`src/rtl/dmem_arbiter.sv`:
```
`default_nettype none
// ============================================================================
// Module      : dmem_arbiter
// Description : Shares the single data memory of the multicycle i281 CPU
//               between the CPU control path (port "cpu") and the debug /
//               program-loader path (port "dbg"). Serialises accesses with a
//               last-granted tie-break, absorbs memory read latency and
//               returns a one-cycle done pulse to the owning requester.
// Revision    : 1.0 - initial release
// ----------------------------------------------------------------------------
// Ports
//   clock, reset           : clock; asynchronous active-high reset
//   cpu_req/we/addr/wdata  : CPU request, held until cpu_done
//   cpu_done, cpu_rdata    : CPU completion pulse, last CPU read data
//   cpu_stall              : cpu_req & ~cpu_done, holds the control FSM
//   dbg_req/we/addr/wdata  : debug request, same semantics as the CPU port
//   dbg_done, dbg_rdata    : debug completion pulse, last debug read data
//   dbg_lock               : blocks new CPU grants while high
//   mem_en/we/addr/wdata   : memory strobe, write enable, address, data
//   mem_rdata              : memory read data, READ_LAT cycles after mem_en
//   busy                   : arbiter is not idle
// ============================================================================
module dmem_arbiter #(
  parameter int ADDR_W   = 4,
  parameter int DATA_W   = 8,
  parameter int READ_LAT = 1
) (
  input  logic              clock,
  input  logic              reset,
  input  logic              cpu_req,
  input  logic              cpu_we,
  input  logic [ADDR_W-1:0] cpu_addr,
  input  logic [DATA_W-1:0] cpu_wdata,
  output logic              cpu_done,
  output logic [DATA_W-1:0] cpu_rdata,
  output logic              cpu_stall,
  input  logic              dbg_req,
  input  logic              dbg_we,
  input  logic [ADDR_W-1:0] dbg_addr,
  input  logic [DATA_W-1:0] dbg_wdata,
  output logic              dbg_done,
  output logic [DATA_W-1:0] dbg_rdata,
  input  logic              dbg_lock,
  output logic              mem_en,
  output logic              mem_we,
  output logic [ADDR_W-1:0] mem_addr,
  output logic [DATA_W-1:0] mem_wdata,
  input  logic [DATA_W-1:0] mem_rdata,
  output logic              busy
);

  localparam logic [1:0] S_IDLE = 2'd0;
  localparam logic [1:0] S_ACC  = 2'd1;
  localparam logic [1:0] S_WAIT = 2'd2;
  localparam logic [1:0] S_DONE = 2'd3;

  localparam logic OWN_CPU = 1'b0;
  localparam logic OWN_DBG = 1'b1;

  // WAIT is entered with the number of extra cycles still to wait; the
  // capture happens in the WAIT cycle that sees zero.
  localparam logic [1:0] LAT_LOAD = (READ_LAT > 0) ? 2'(READ_LAT - 1) : 2'd0;

  logic [1:0] state;
  logic       owner;
  logic       last_gnt;
  logic       acc_we;
  logic [1:0] lat_cnt;

  logic elig_cpu;
  logic elig_dbg;
  logic grant_any;
  logic grant_dbg;
  logic capture;

  // Arbitration: only an eligible requester can win; on a tie the port that
  // was not granted last time goes first, so neither can starve the other.
  always_comb begin
    elig_cpu  = cpu_req & ~dbg_lock;
    elig_dbg  = dbg_req;
    grant_any = elig_cpu | elig_dbg;
    grant_dbg = elig_dbg & (~elig_cpu | (last_gnt == OWN_CPU));
  end

  // Read data is taken either straight out of ACC (zero latency) or in the
  // last WAIT cycle.
  always_comb begin
    capture = 1'b0;
    if (state == S_ACC && !acc_we && READ_LAT == 0) begin
      capture = 1'b1;
    end else if (state == S_WAIT && lat_cnt == 2'd0) begin
      capture = 1'b1;
    end
  end

  always_ff @(posedge clock or posedge reset) begin
    if (reset) begin
      state     <= S_IDLE;
      owner     <= OWN_CPU;
      last_gnt  <= OWN_DBG;
      acc_we    <= 1'b0;
      lat_cnt   <= 2'd0;
      mem_addr  <= '0;
      mem_wdata <= '0;
    end else begin
      case (state)
        S_IDLE: begin
          if (grant_any) begin
            owner     <= grant_dbg;
            last_gnt  <= grant_dbg;
            acc_we    <= grant_dbg ? dbg_we    : cpu_we;
            mem_addr  <= grant_dbg ? dbg_addr  : cpu_addr;
            mem_wdata <= grant_dbg ? dbg_wdata : cpu_wdata;
            state     <= S_ACC;
          end
        end
        S_ACC: begin
          if (acc_we || READ_LAT == 0) begin
            state <= S_DONE;
          end else begin
            lat_cnt <= LAT_LOAD;
            state   <= S_WAIT;
          end
        end
        S_WAIT: begin
          if (lat_cnt == 2'd0) begin
            state <= S_DONE;
          end else begin
            lat_cnt <= lat_cnt - 2'd1;
          end
        end
        S_DONE: begin
          state <= S_IDLE;
        end
        default: begin
          state <= S_IDLE;
        end
      endcase
    end
  end

  // Only the owner's read register is written; the other port keeps its
  // last value across a foreign access.
  always_ff @(posedge clock or posedge reset) begin
    if (reset) begin
      cpu_rdata <= '0;
      dbg_rdata <= '0;
    end else if (capture) begin
      if (owner == OWN_DBG) begin
        dbg_rdata <= mem_rdata;
      end else begin
        cpu_rdata <= mem_rdata;
      end
    end
  end

  always_comb begin
    mem_en    = (state == S_ACC);
    mem_we    = (state == S_ACC) & acc_we;
    busy      = (state != S_IDLE);
    cpu_done  = (state == S_DONE) & (owner == OWN_CPU);
    dbg_done  = (state == S_DONE) & (owner == OWN_DBG);
    cpu_stall = cpu_req & ~cpu_done;
  end

endmodule
`default_nettype wire
```
`config.mk`:
```
export PLATFORM = sky130hd
export DESIGN_NAME = dmem_arbiter
export DESIGN_NICKNAME = d
export VERILOG_FILES = /design/src/rtl/dmem_arbiter.sv
export SDC_FILE = /design/constraint.sdc
export NUM_CORES = 1
export LEC_CHECK = 0
export ABC_AREA = 1
export CORE_UTILIZATION = 40
export CTS_CLUSTER_SIZE = 14
export DETAILED_ROUTE_END_ITERATION = 12
export PLACE_DENSITY = 0.82
export SYNTH_ARGS = -nofsm -noshare
export SYNTH_HDL_FRONTEND = slang
export SYNTH_SLANG_ARGS = --single-unit
```
`constraint.sdc`:
```
create_clock -name clock -period 1.75 [get_ports clock]
set_input_delay 0.4375 -clock clock [delete_from_list [all_inputs] [get_ports clock]]
set_output_delay 0.4375 -clock clock [all_outputs]
set_load 0.005 [all_outputs]
```
* Word-level counts from Yosys, hierarchy flattened *
Cells that the tools add are included.

cells by class
  $add $sub $neg = 1
  reductions and logical operators = 10
  shift-type cells = 0
  multiply operators = 0
  order comparisons = 0
  eq/ne operators = 7
  multiplexer cells = 11
  divide/modulo/power cells = 0
  bitwise gates (word level) = 13

operators by type and width
  kind                 number
  $mux 2               4
  $mux 8               1
  $pmux 2 s4           1
  $reduce_and 2->1     4
  $and 1x1->1          6
  $ne 2x2->1 const B   3
  $not 1->1            5
  $eq 2x2->1 const B   2
  $logic_not 2->1      2
  $mux 4               1
  $pmux 2 s2           1
  $reduce_bool 2->1    2
  $mux 1               3
  $reduce_and 3->1     1
  $eq 2x1->1 const B   1
  $ne 2x1->1 const B   1
  $or 1x1->1           2
  $sub 2x1->2 const B  1
  $logic_and 1x1->1    1

storage, ports and cells
  register bits after elaboration = 35
  input port bits = 39
  bits in read-only memories = 0
  bits in latches = 0
  output and inout port bits = 34
  memories = 0
  memory bits (writable) = 0
  logic and storage cells = 51

* Longest topological paths before layout *
Gate-level depths: netlist of the first run.

  depth after elaboration = 6
  depth in mapped cells = 8
  depth with buffers taken out = 8

* Worst setup path after synthesis of the first run *
OpenSTA, ideal clock, no wires.

  path type = register to register
  start point = register state[0]
  end point = register mem_addr[3]
  stages on the path, launching flop included = 9
  clock period less this slack = 1.374 ns
  required time = 1.633 ns
  data arrival time = 1.256 ns
  path slack = 0.376 ns
  path through = dfrtp_1 inv_1 ha_1 inv_1 a21oi_4 inv_4 buf_6 nand2_1 nand2_1

on the way
  longest elaborated chain between the ends = 2

ends and longest elaborated chain
  what                               line  RTL
  start: declaration                 64    logic [1:0] state;
  start signal: assignment           98    state <= S_IDLE;
  start signal: assignment           114   state <= S_ACC;
  start signal: assignment           119   state <= S_DONE;
  $logic_not 2->1                    106   case (state)
  $reduce_and 2->1 (no source line)  -
  end signal: assignment             112   mem_addr <= grant_dbg ? dbg_addr : cpu_addr;
  end: declaration                   46    output logic [ADDR_W-1:0] mem_addr,

No other way between the ends.
A chain may end at the register's enable or synchronous reset.

* Worst setup path after layout of the first run *
  start point = register state[1]
  end point = output dbg_done

on the way
  longest elaborated chain between the ends = 2

ends and longest elaborated chain
  what              line  RTL
  $eq 2x2->1        162   dbg_done = (state == S_DONE) & (owner == OWN_DBG);
  $and 1x1->1       162
  end: declaration  41    output logic dbg_done,

No other way between the ends.

==> results of run 1 <==
## power groups by stage
stage	Clock (mW)	Sequential, mW	Combinational [mW]
after floorplan	0	1.45	0.831
after global placement	0	1.44	1.91
after detailed placement	0	1.46	1.98
after CTS	0.700	1.44	2.18
after global routing	0.729	1.49	2.43
final	0.686	1.45	2.19
## layer usage
layer / global-route usage [%] / wire (um) / up-vias
li1: - / - / 876
met1: 23.7 / 1880 / 797
met2: 34.4 / 2150 / 56
met3: 5.43 / 289 / 10
met4: 8.42 / 96 / 0
met5: 0 / 0 / -
## flip-flops by register name, summed over array words and instances (netlist names)
name,cells
cpu_rdata,8
dbg_rdata,8
mem_wdata,8
mem_addr,4
lat_cnt,2
state,2
acc_we,1
last_gnt,1
owner,1
## worst paths after layout
kind,from,end,slack (ps),depth (start not counted)
max reg2reg,state[0],mem_wdata[4],170,9
max,state[1],dbg_done,50,5
min in group asynchronous,reset,dbg_rdata[0],500,3
min reg2reg,mem_addr[2],mem_addr[2],490,2
min,mem_addr[2],mem_addr[2],490,2
max in group asynchronous,reset,last_gnt,1000,3
## stage by stage
stage / cells / instance area (um^2)
after global placement: 359 / 2630
after floorplan: 232 / 1780
final: 371 / 2810
after detailed placement: 359 / 2630
after global routing: 371 / 2810
after CTS: 371 / 2820
## logic make-up after synthesis
family | Yosys count
AOI/OAI and AO/OA | 20
buffers and inverters | 60
adders and majority gates | 6
DFF | 35
and+or+nand+nor | 111
## critical path: cells and delay by family (launching register included)
| family | cells | cell delay [ps] |
|---|---|---|
| buf+inv | 3 | 370 |
| flops | 1 | 410 |
| fa+ha+maj | 1 | 160 |
| simple gates | 1 | 60 |
## cell type report
type,count,share of cell area [%]
Clock buffer,6,2.59
Multi-Input combinational cell,137,24.8
Timing Repair Buffer,90,30.9
Inverter,52,7.13
Sequential cell,35,31.3
Clock inverter,1,1.07
Tap cell,50,2.23
## placed cells by master (no fill, tap or decap)
cell                              instances
sky130_fd_sc_hd__nand3_1                 28
sky130_fd_sc_hd__inv_4                    2
sky130_fd_sc_hd__bufinv_16                1
sky130_fd_sc_hd__nand3_2                  1
sky130_fd_sc_hd__dfrtp_1                 33
sky130_fd_sc_hd__buf_12                   2
sky130_fd_sc_hd__nand3b_1                 1
sky130_fd_sc_hd__clkbuf_8                 5
sky130_fd_sc_hd__buf_4                   13
sky130_fd_sc_hd__clkdlybuf4s50_1         66
sky130_fd_sc_hd__inv_2                    4
sky130_fd_sc_hd__clkbuf_1                 1
sky130_fd_sc_hd__o21ai_0                 19
sky130_fd_sc_hd__clkdlybuf4s15_1          1
sky130_fd_sc_hd__nand2_1                 74
sky130_fd_sc_hd__clkbuf_2                 4
sky130_fd_sc_hd__inv_1                   46
sky130_fd_sc_hd__dfstp_2                  1
sky130_fd_sc_hd__buf_2                    1
sky130_fd_sc_hd__nor2_1                   3
sky130_fd_sc_hd__a21oi_4                  1
sky130_fd_sc_hd__buf_6                    3
sky130_fd_sc_hd__ha_4                     3
sky130_fd_sc_hd__dfrtp_2                  1
sky130_fd_sc_hd__ha_1                     3
sky130_fd_sc_hd__nor2_2                   1
sky130_fd_sc_hd__nand2_2                  3
## timing repair
item / in CTS / in global routing
buffers inserted: 6 / 0
setup endpoints to repair: 6 / 21
hold buffers: 0 / 0
gates resized for setup: 29 / 6
pin swaps: 3 / 1
==> impl_metrics.py, run 1 <==
metrics = {
    "setup_path": {
        "cp_cell_sequence": "buf_6, ha_4, nand2_1, inv_1, clkdlybuf4s15_1",
        "timing_worst_setup_path_type": "flop to primary output",
        "timing.critical_path.arrival_ps": 1270,
        "timing.critical_path.required_ps": 1310,
        "end_kind": "primary output",
        "cpPeakStageDelay_ps": 410,
        "critical_path.max_fanout": 2,
        "timing.critical_path.slowest_stage_cell": "sky130_fd_sc_hd__dfrtp_1",
        "setup.worst_path.start_class": "flop",
    },
    "global_routing": {
        "grt_overflow_total": 0,
        "grt.total_usage_pct": 20.1,
        "maximum_number_of_pins_on_one_net_before_global_route_repair": 36,
        "number_of_antenna_violations_at_the_first_check_in_global_routing": 0,
        "first_global_vias": 1582,
        "grt_pass1_wl_um": 6900,
    },
    "finish": {
        "num-fill-cells": 331,
        "multi_input_area_um2": 696,
        "area_delta_synth_final_pct": 57.4,
        "post_route_cells_drive_above_1_share_pct": 14.3,
        "antenna_cells": 0,
        "utilization_pct": 67.7,
        "finalNetCount": 366,
        "regArea_um2": 878,
    },
    "clock_network": {
        "tritoncts": "built",
        "inserted_clock_buffers": 5,
        "clk_pin_slew_ps": 70,
        "cts.htree.levels": 2,
        "clock_latency_at_the_later_pin_of_the_worst_skew_pair_ps": 280,
        "cts.sink_count": 35,
        "clock_tree.buffer_depth": 2,
        "clock_tree.root_cell": "sky130_fd_sc_hd__clkbuf_8",
    },
    "yosys": {
        "synthSimpleGateAreaFrac_pct": 25.9,
        "synth_compound_area_share_pct": 6.25,
        "yosys-mux-area-fraction_pct": 0,
        "syn_inst": 232,
        "post-synth-top-area-cell": "sky130_fd_sc_hd__dfrtp_1",
        "synthAdderAreaFrac_pct": 4.21,
        "synth_largest_type_area_fraction_pct": 47.7,
        "leading_cell_type_by_number_of_instances_after_synthesis": "sky130_fd_sc_hd__nand2_1",
        "mappedNetlistNets": 277,
        "synth_enable_flop_cells": 0,
        "postSynth.asyncResetShare_pct": 100,
        "postSynth.topFlopCell": "sky130_fd_sc_hd__dfrtp_1",
        "post_synthesis_instance_area_mm2": 0.00178,
        "syn_area_per_cell_um2": 7.69,
        "combinational_family_with_the_most_area_after_synthesis": "simple AND/OR/NAND/NOR gates",
        "ys_warnings": 0,
        "ys_seq_area_share_pct": 49.2,
        "synthTopCellsByArea": "sky130_fd_sc_hd__dfrtp_1 (48%), sky130_fd_sc_hd__nand2_1 (16%), sky130_fd_sc_hd__inv_1 (10%)",
        "synth_xor_xnor_area_share_pct": 0,
        "number_of_flip_flops_and_latches_in_the_synthesized_netlist": 35,
        "ys_top_cells_by_count": "sky130_fd_sc_hd__nand2_1 (77), sky130_fd_sc_hd__inv_1 (49), sky130_fd_sc_hd__dfrtp_1 (34)",
        "cell_variety_after_synth": 16,
    },
    "power_and_ir_drop": {
        "total_power_mw": 4.32,
        "p_switching_mw": 1.47,
        "share_clk_of_total_power_pct": 15.9,
        "power.share.sequential_pct": 33.5,
        "power.switching_fraction_pct": 33.9,
        "vdd_drop_max_uv": 711,
        "proportion_of_power_drawn_by_combinational_gates_pct": 50.6,
        "power.density_cell_area_mw_per_mm2": 1540,
        "total_leakage_power_nw": 1.47,
        "internal-power_mw": 2.85,
    },
    "detailed_routing": {
        "vias": 1739,
        "post_drt_wl_per_cell_um": 11.9,
        "initialDrtViolationCount": 89,
        "avgViaCountPerCell": 4.69,
        "route.final.wire_length_um": 4420,
        "drt_pre_antenna_iters": 5,
        "ant_nets": 0,
        "drc": 0,
    },
    "sta": {
        "layout_setup_ws_ps": 46.4,
        "finClkSkew_ps": 6.02,
        "timing.setup.tns_ps": 0,
        "worst_pin_slew_ps": 274,
        "post-route-period-util_pct": 97.3,
        "maxSlewViolCount": 0,
        "relSlewSlack_pct": 81.6,
        "setup-violations-final": 0,
        "finalHoldViolCount": 0,
        "fmaxAchievable_mhz": 587,
        "hold-worst-slack_ps": 486,
        "final.min_clock_period_ps": 1700,
        "grt_setup_unrepaired": "false",
    },
    "place": {
        "portBuffers": 72,
        "gpl_congestion": 0.836,
        "dp_hpwl_um": 3100,
        "post_placement_worst_setup_slack_ps": -250,
    },
    "run_status": {
        "outcome": "complete, no violations",
    },
    "floorplanning": {
        "die_area_mm2": 0.00473,
        "placement_rows": 23,
        "design.core.area_mm2": 0.00414,
        "chipHeight_um": 68.8,
        "die_width_um": 68.8,
        "pin_count": 73,
        "floorplan.initialDensity_pct": 43.0,
    },
    "flow_run": {
        "max_cap_viol_count": 0,
    },
    "min_path": {
        "min-delay-path-class": "flop to flop",
    },
}
No activity file was read; power rests on OpenSTA's default activity.
==> inputs of run 2 (changes only) <==
--- a/config.mk
+++ b/config.mk
@@ -6,10 +6,10 @@
 export NUM_CORES = 1
 export LEC_CHECK = 0
 export ABC_AREA = 1
-export CORE_UTILIZATION = 40
+export CORE_UTILIZATION = 25
 export CTS_CLUSTER_SIZE = 14
 export DETAILED_ROUTE_END_ITERATION = 12
-export PLACE_DENSITY = 0.82
+export PLACE_DENSITY = 0.58
 export SYNTH_ARGS = -nofsm -noshare
 export SYNTH_HDL_FRONTEND = slang
 export SYNTH_SLANG_ARGS = --single-unit
==> run 2 against run 1 <==
- core utilization down 24 points
- largest cell class is now non-clock buffers
- fmax down 1.3%
- highest routed layer unchanged
- largest power group unchanged
- critical endpoint is now cpu_stall
- clock skew decreased by 1.5 ps
==> impl_metrics.py, run 2 (synthesized netlist as in run 1, its figures left out) <==
metrics = {
    "sta": {
        "hold-worst-slack_ps": 474,
        "fmaxAchievable_mhz": 579,
        "finalHoldViolCount": 0,
        "setup-violations-final": 0,
        "grt_setup_unrepaired": "true",
        "finClkSkew_ps": 4.50,
        "worst_pin_slew_ps": 196,
        "final.min_clock_period_ps": 1730,
        "layout_setup_ws_ps": 24.3,
        "timing.setup.tns_ps": 0,
        "maxSlewViolCount": 0,
        "relSlewSlack_pct": 86.9,
        "post-route-period-util_pct": 98.6,
    },
    "power_and_ir_drop": {
        "internal-power_mw": 2.98,
        "p_switching_mw": 1.46,
        "power.share.sequential_pct": 33.2,
        "vdd_drop_max_uv": 717,
        "share_clk_of_total_power_pct": 15.6,
        "total_power_mw": 4.44,
        "total_leakage_power_nw": 1.52,
        "power.density_cell_area_mw_per_mm2": 1490,
        "proportion_of_power_drawn_by_combinational_gates_pct": 51.2,
        "power.switching_fraction_pct": 32.9,
    },
    "finish": {
        "biggestRegsByFlops": "cpu_rdata: 8 flops, dbg_rdata: 8 flops, mem_wdata: 8 flops",
        "post_route_cells_drive_above_1_share_pct": 17.6,
        "area_delta_synth_final_pct": 66.7,
        "final_common_cell": "sky130_fd_sc_hd__nand2_1",
        "post_route_non_filler_standard_cell_count": 425,
        "layout.cells.most_common_list": "sky130_fd_sc_hd__nand2_1 (75), sky130_fd_sc_hd__clkdlybuf4s50_1 (66), sky130_fd_sc_hd__inv_1 (45), sky130_fd_sc_hd__dfrtp_1 (32), sky130_fd_sc_hd__nand3_1 (26)",
        "final_cell_area_mm2": 0.00297,
        "finalNetCount": 374,
        "antenna_cells": 0,
        "utilization_pct": 43.5,
    },
    "detailed_routing": {
        "initialDrtViolationCount": 67,
        "ant_nets": 0,
        "route.final.wire_length_um": 4510,
        "drc": 0,
        "post_drt_wl_per_cell_um": 10.6,
        "drt_pre_antenna_iters": 4,
        "avgViaCountPerCell": 3.98,
        "vias": 1692,
    },
    "clock_network": {
        "clock_tree.root_cell": "sky130_fd_sc_hd__clkbuf_8",
        "cts.sink_count": 35,
        "inserted_clock_buffers": 5,
        "tritoncts": "built",
        "clk_pin_slew_ps": 70,
        "clock_latency_at_the_later_pin_of_the_worst_skew_pair_ps": 280,
        "cts.htree.levels": 2,
        "clock_tree.buffer_depth": 2,
    },
    "place": {
        "dp_hpwl_um": 3250,
        "gpl_congestion": 0.756,
        "post_placement_worst_setup_slack_ps": -222,
        "dp.cells": 410,
        "portBuffers": 72,
        "placed_area_mm2": 0.00273,
    },
    "global_routing": {
        "number_of_antenna_violations_at_the_first_check_in_global_routing": 0,
        "first_global_vias": 1677,
        "maximum_number_of_pins_on_one_net_before_global_route_repair": 36,
        "grt.total_usage_pct": 13.1,
        "grt_overflow_total": 0,
        "grt_pass1_wl_um": 7590,
    },
    "setup_path": {
        "setup.worst_path.start_class": "flop",
        "end_kind": "primary output",
        "timing.critical_path.arrival_ps": 1290,
        "reg2reg_from": "state[1]",
        "path_delay_family": "flip-flops",
        "critical_path.max_fanout": 4,
        "path_buf_inv": 3,
        "cp_cell_sequence": "buf_6, ha_4, inv_2, nor2_2, nor2_1, buf_2",
        "timing.critical_path.required_ps": 1310,
        "setup.worst_path.start": "state[1]",
        "cpPeakStageDelay_ps": 440,
        "timing_worst_setup_path_type": "flop to primary output",
        "timing.critical_path.slowest_stage_cell": "sky130_fd_sc_hd__dfrtp_2",
    },
    "floorplanning": {
        "die_area_mm2": 0.00747,
        "floorplan.initialDensity_pct": 26.1,
        "design.core.area_mm2": 0.00683,
        "die_width_um": 86.5,
        "chipHeight_um": 86.5,
        "placement_rows": 30,
        "pin_count": 73,
    },
    "min_path": {
        "timing.hold.worst.start": "last_gnt",
        "min-delay-path-class": "flop to flop",
    },
    "run_status": {
        "outcome": "complete, no violations",
    },
    "flow_run": {
        "max_cap_viol_count": 0,
    },
}
[run 2: area by class of cell]
type | instances | area (um^2)
Fill cell | 693 | 3860
Clock buffer | 6 | 72.6
Inverter | 52 | 205
Timing Repair Buffer | 98 | 961
Tap cell | 96 | 120
Sequential cell | 35 | 880
Clock inverter | 1 | 30.0
Multi-Input combinational cell | 137 | 703
[run 2: layer usage]
layer | vias up | track usage (%) | routed length [um]
li1 | 885 | - | -
met1 | 766 | 17.1 | 2090
met2 | 39 | 21.6 | 2220
met3 | 2 | 2.57 | 183
met4 | 0 | 4.55 | 16
met5 | - | 0 | 0
[run 2: worst reg2reg max path: cells and delay by family (launching register included)]
family,cells,cell delay [ps]
buffers and inverters,7,730
DFF,1,440
AOI/OAI and AO/OA,1,120
and+or+nand+nor,2,130
adders and majority gates,1,140
[run 2: path summary, 6_finish.rpt]
kind	cells after the start	slack [ps]	end
setup / recovery	6	20	cpu_stall
min in group asynchronous	3	520	mem_wdata[4]
max in group asynchronous	3	980	last_gnt
hold / removal	2	470	last_gnt
setup reg to reg	11	120	mem_wdata[7]
hold reg to reg	2	470	last_gnt
[run 2: what timing repair did]
action	4_1_cts	5_1_grt
pin swaps	2	3
endpoints found under the setup margin	6	21
hold buffers	0	0
setup buffers	6	3
gates resized for setup	23	24
[run 2: power groups by stage]
stage          clock [mW]  combinational, mW  sequential (mW)
3_3_place_gp            0               1.98             1.46
5_1_grt             0.757               2.55             1.53
6_report            0.693               2.27             1.47
3_5_place_dp            0               2.01             1.46
2_1_floorplan           0              0.831             1.45
4_1_cts             0.719               2.15             1.46
==> inputs of run 3 (changes only) <==
--- a/config.mk
+++ b/config.mk
@@ -6,6 +6,7 @@
 export NUM_CORES = 1
 export LEC_CHECK = 0
 export ABC_AREA = 1
+export CORE_MARGIN = 5
 export CORE_UTILIZATION = 25
 export CTS_CLUSTER_SIZE = 14
 export DETAILED_ROUTE_END_ITERATION = 12
==> run 3 against run 2 <==
- final cell count is 1.2% lower
- clock skew is 3.9 ps higher
- clock power is 16% lower
- clock-buffer cell count is 1 lower
- setup slack better by 42 ps
- via count is 0.41% lower
- flip-flop and latch count stayed put
- largest power group unchanged
==> impl_metrics.py, run 3 (synthesized netlist as in run 1, its figures left out) <==
metrics = {
    "run_status": {
        "outcome": "complete, no violations",
    },
    "detailed_routing": {
        "ant_nets": 0,
        "vias": 1685,
        "avgViaCountPerCell": 4.01,
        "drt_pre_antenna_iters": 4,
        "drc": 0,
        "route.final.wire_length_um": 4530,
        "initialDrtViolationCount": 75,
        "post_drt_wl_per_cell_um": 10.8,
    },
    "global_routing": {
        "maximum_number_of_pins_on_one_net_before_global_route_repair": 21,
        "first_global_vias": 1716,
        "grt_pass1_wl_um": 7710,
        "grt.total_usage_pct": 10.8,
        "grt_overflow_total": 0,
        "number_of_antenna_violations_at_the_first_check_in_global_routing": 0,
    },
    "flow_run": {
        "max_cap_viol_count": 0,
    },
    "setup_path": {
        "timing.critical_path.arrival_ps": 1250,
        "r2r_slack_ps": 160,
        "setup.worst_path.start_class": "flop",
        "reg2reg_from": "state[1]",
        "timing.critical_path.required_ps": 1310,
        "cpPeakStageDelay_ps": 410,
        "end_kind": "primary output",
        "timing.critical_path.slowest_stage_cell": "sky130_fd_sc_hd__dfrtp_1",
        "timing_worst_setup_path_type": "flop to primary output",
        "worst-r2r-cell-count": 10,
        "worst_path_most_repeated_cell": "sky130_fd_sc_hd__buf_6",
        "critical_path.max_fanout": 3,
        "cp_cell_sequence": "buf_6, inv_4, buf_6, ha_4, inv_2, buf_2",
        "critical_path.reg2reg.endpoint": "mem_wdata[7]",
    },
    "power_and_ir_drop": {
        "total_power_mw": 4.12,
        "power.share.sequential_pct": 34.8,
        "vdd_drop_max_uv": 611,
        "total_leakage_power_nw": 1.46,
        "power.switching_fraction_pct": 34.7,
        "internal-power_mw": 2.69,
        "p_switching_mw": 1.43,
        "share_clk_of_total_power_pct": 14.1,
        "power.density_cell_area_mw_per_mm2": 1450,
        "proportion_of_power_drawn_by_combinational_gates_pct": 51.1,
    },
    "floorplanning": {
        "die_area_mm2": 0.00892,
        "die_width_um": 94.5,
        "pin_count": 73,
        "design.core.area_mm2": 0.00687,
        "chipHeight_um": 94.5,
        "placement_rows": 30,
        "floorplan.initialDensity_pct": 26.0,
    },
    "clock_network": {
        "cts.htree.levels": 2,
        "cts_hold_buf": 0,
        "clk_pin_slew_ps": 70,
        "clock_tree.buffer_depth": 2,
        "inserted_clock_buffers": 5,
        "cts.sink_count": 35,
        "clock_tree.root_cell": "sky130_fd_sc_hd__clkbuf_8",
        "tritoncts": "built",
        "clock_latency_at_the_later_pin_of_the_worst_skew_pair_ps": 280,
    },
    "sta": {
        "final.min_clock_period_ps": 1680,
        "finalHoldViolCount": 0,
        "finClkSkew_ps": 8.38,
        "timing.setup.tns_ps": 0,
        "relSlewSlack_pct": 82.2,
        "fmaxAchievable_mhz": 594,
        "grt_setup_unrepaired": "false",
        "post-route-period-util_pct": 96.2,
        "setup-violations-final": 0,
        "maxSlewViolCount": 0,
        "worst_pin_slew_ps": 267,
    },
    "finish": {
        "antenna_cells": 0,
        "post_route_non_filler_standard_cell_count": 420,
        "utilization_pct": 41.3,
        "finalNetCount": 368,
        "biggestRegsByFlops": "cpu_rdata: 8 flops, dbg_rdata: 8 flops, mem_wdata: 8 flops",
        "area_delta_synth_final_pct": 59.3,
        "post_route_cells_drive_above_1_share_pct": 13.9,
        "layout.cells.most_common_list": "sky130_fd_sc_hd__nand2_1 (77), sky130_fd_sc_hd__clkdlybuf4s50_1 (66), sky130_fd_sc_hd__inv_1 (46), sky130_fd_sc_hd__dfrtp_1 (34), sky130_fd_sc_hd__nand3_1 (28)",
        "final_common_cell": "sky130_fd_sc_hd__nand2_1",
    },
    "min_path": {
        "min-delay-path-class": "input port to asynchronous set/reset pin",
    },
    "place": {
        "portBuffers": 72,
        "dp.cells": 409,
        "dp_hpwl_um": 3530,
        "gpl_congestion": 0.753,
    },
}
[run 3: changes by cell type in the layout (fill, tap and decap cells not counted), sizes merged]
cell and delta:
clkinvlp +2, clkdlybuf4s15 +1, clkbuf -1, bufinv -1, clkinv +1, dlygate4sd2 +1
buf -8
[run 3: worst max-delay path by stage]
stage	from	end	cells past startpoint
4_1_cts	state[1]	mem_we	6
6_report	state[1]	busy	6
3_5_place_dp	cpu_req	cpu_stall	4
5_1_grt	state[1]	mem_we	6
2_1_floorplan	state[0]	mem_addr[3]	8
3_3_place_gp	cpu_req	cpu_stall	4
[run 3: final cells by class]
| type | instances | area (um^2) |
|---|---|---|
| fillers | 706 | 4030 |
| well taps | 96 | 120 |
| clock inverters | 3 | 20.0 |
| repair buffers | 92 | 873 |
| flip-flops and latches | 35 | 877 |
| multi-input cells | 137 | 678 |
| inverters | 52 | 203 |
| clock buffers | 5 | 68.8 |
[run 3: per-stage QoR]
| stage | area (um^2) | worst slack [ps] | hold slack (ps) |
|---|---|---|---|
| final | 2840 | 66.4 | 479 |
| after global routing | 2840 | 3.95 | 492 |
| after CTS | 2850 | -36.0 | 482 |
| after detailed placement | 2710 | -231 | 464 |
| after global placement | 2710 | -233 | 464 |
| after floorplan | 1780 | 376 | 449 |
[run 3: critical path: cells and delay by family (launching register included)]
family	cells	cell delay, ps
buf+inv	5	420
flops	1	410
fa+ha+maj	1	130
[run 3: routing by layer]
| layer | GRT usage [%] | vias to the layer above | part of all wire, % |
|---|---|---|---|
| met2 | 17.9 | 43 | 49 |
| met3 | 2.79 | 2 | 5.8 |
| met1 | 14.1 | 766 | 45 |
| met5 | 0 | - | 0 |
| met4 | 2.16 | 0 | 0.31 |
| li1 | - | 874 | - |
[run 3: repair_timing]
action	CTS	global route
gates resized for setup	23	7
setup buffers	3	0
endpoints found under the setup margin	6	5
pin swaps	1	0
[run 3: power by group through the flow]
stage	clock network (mW)	registers (mW)	logic, mW
after floorplan	0	1.45	0.831
after global placement	0	1.45	2.01
after detailed placement	0	1.46	2.03
after CTS	0.607	1.44	2.16
after global routing	0.636	1.49	2.40
final	0.579	1.43	2.11
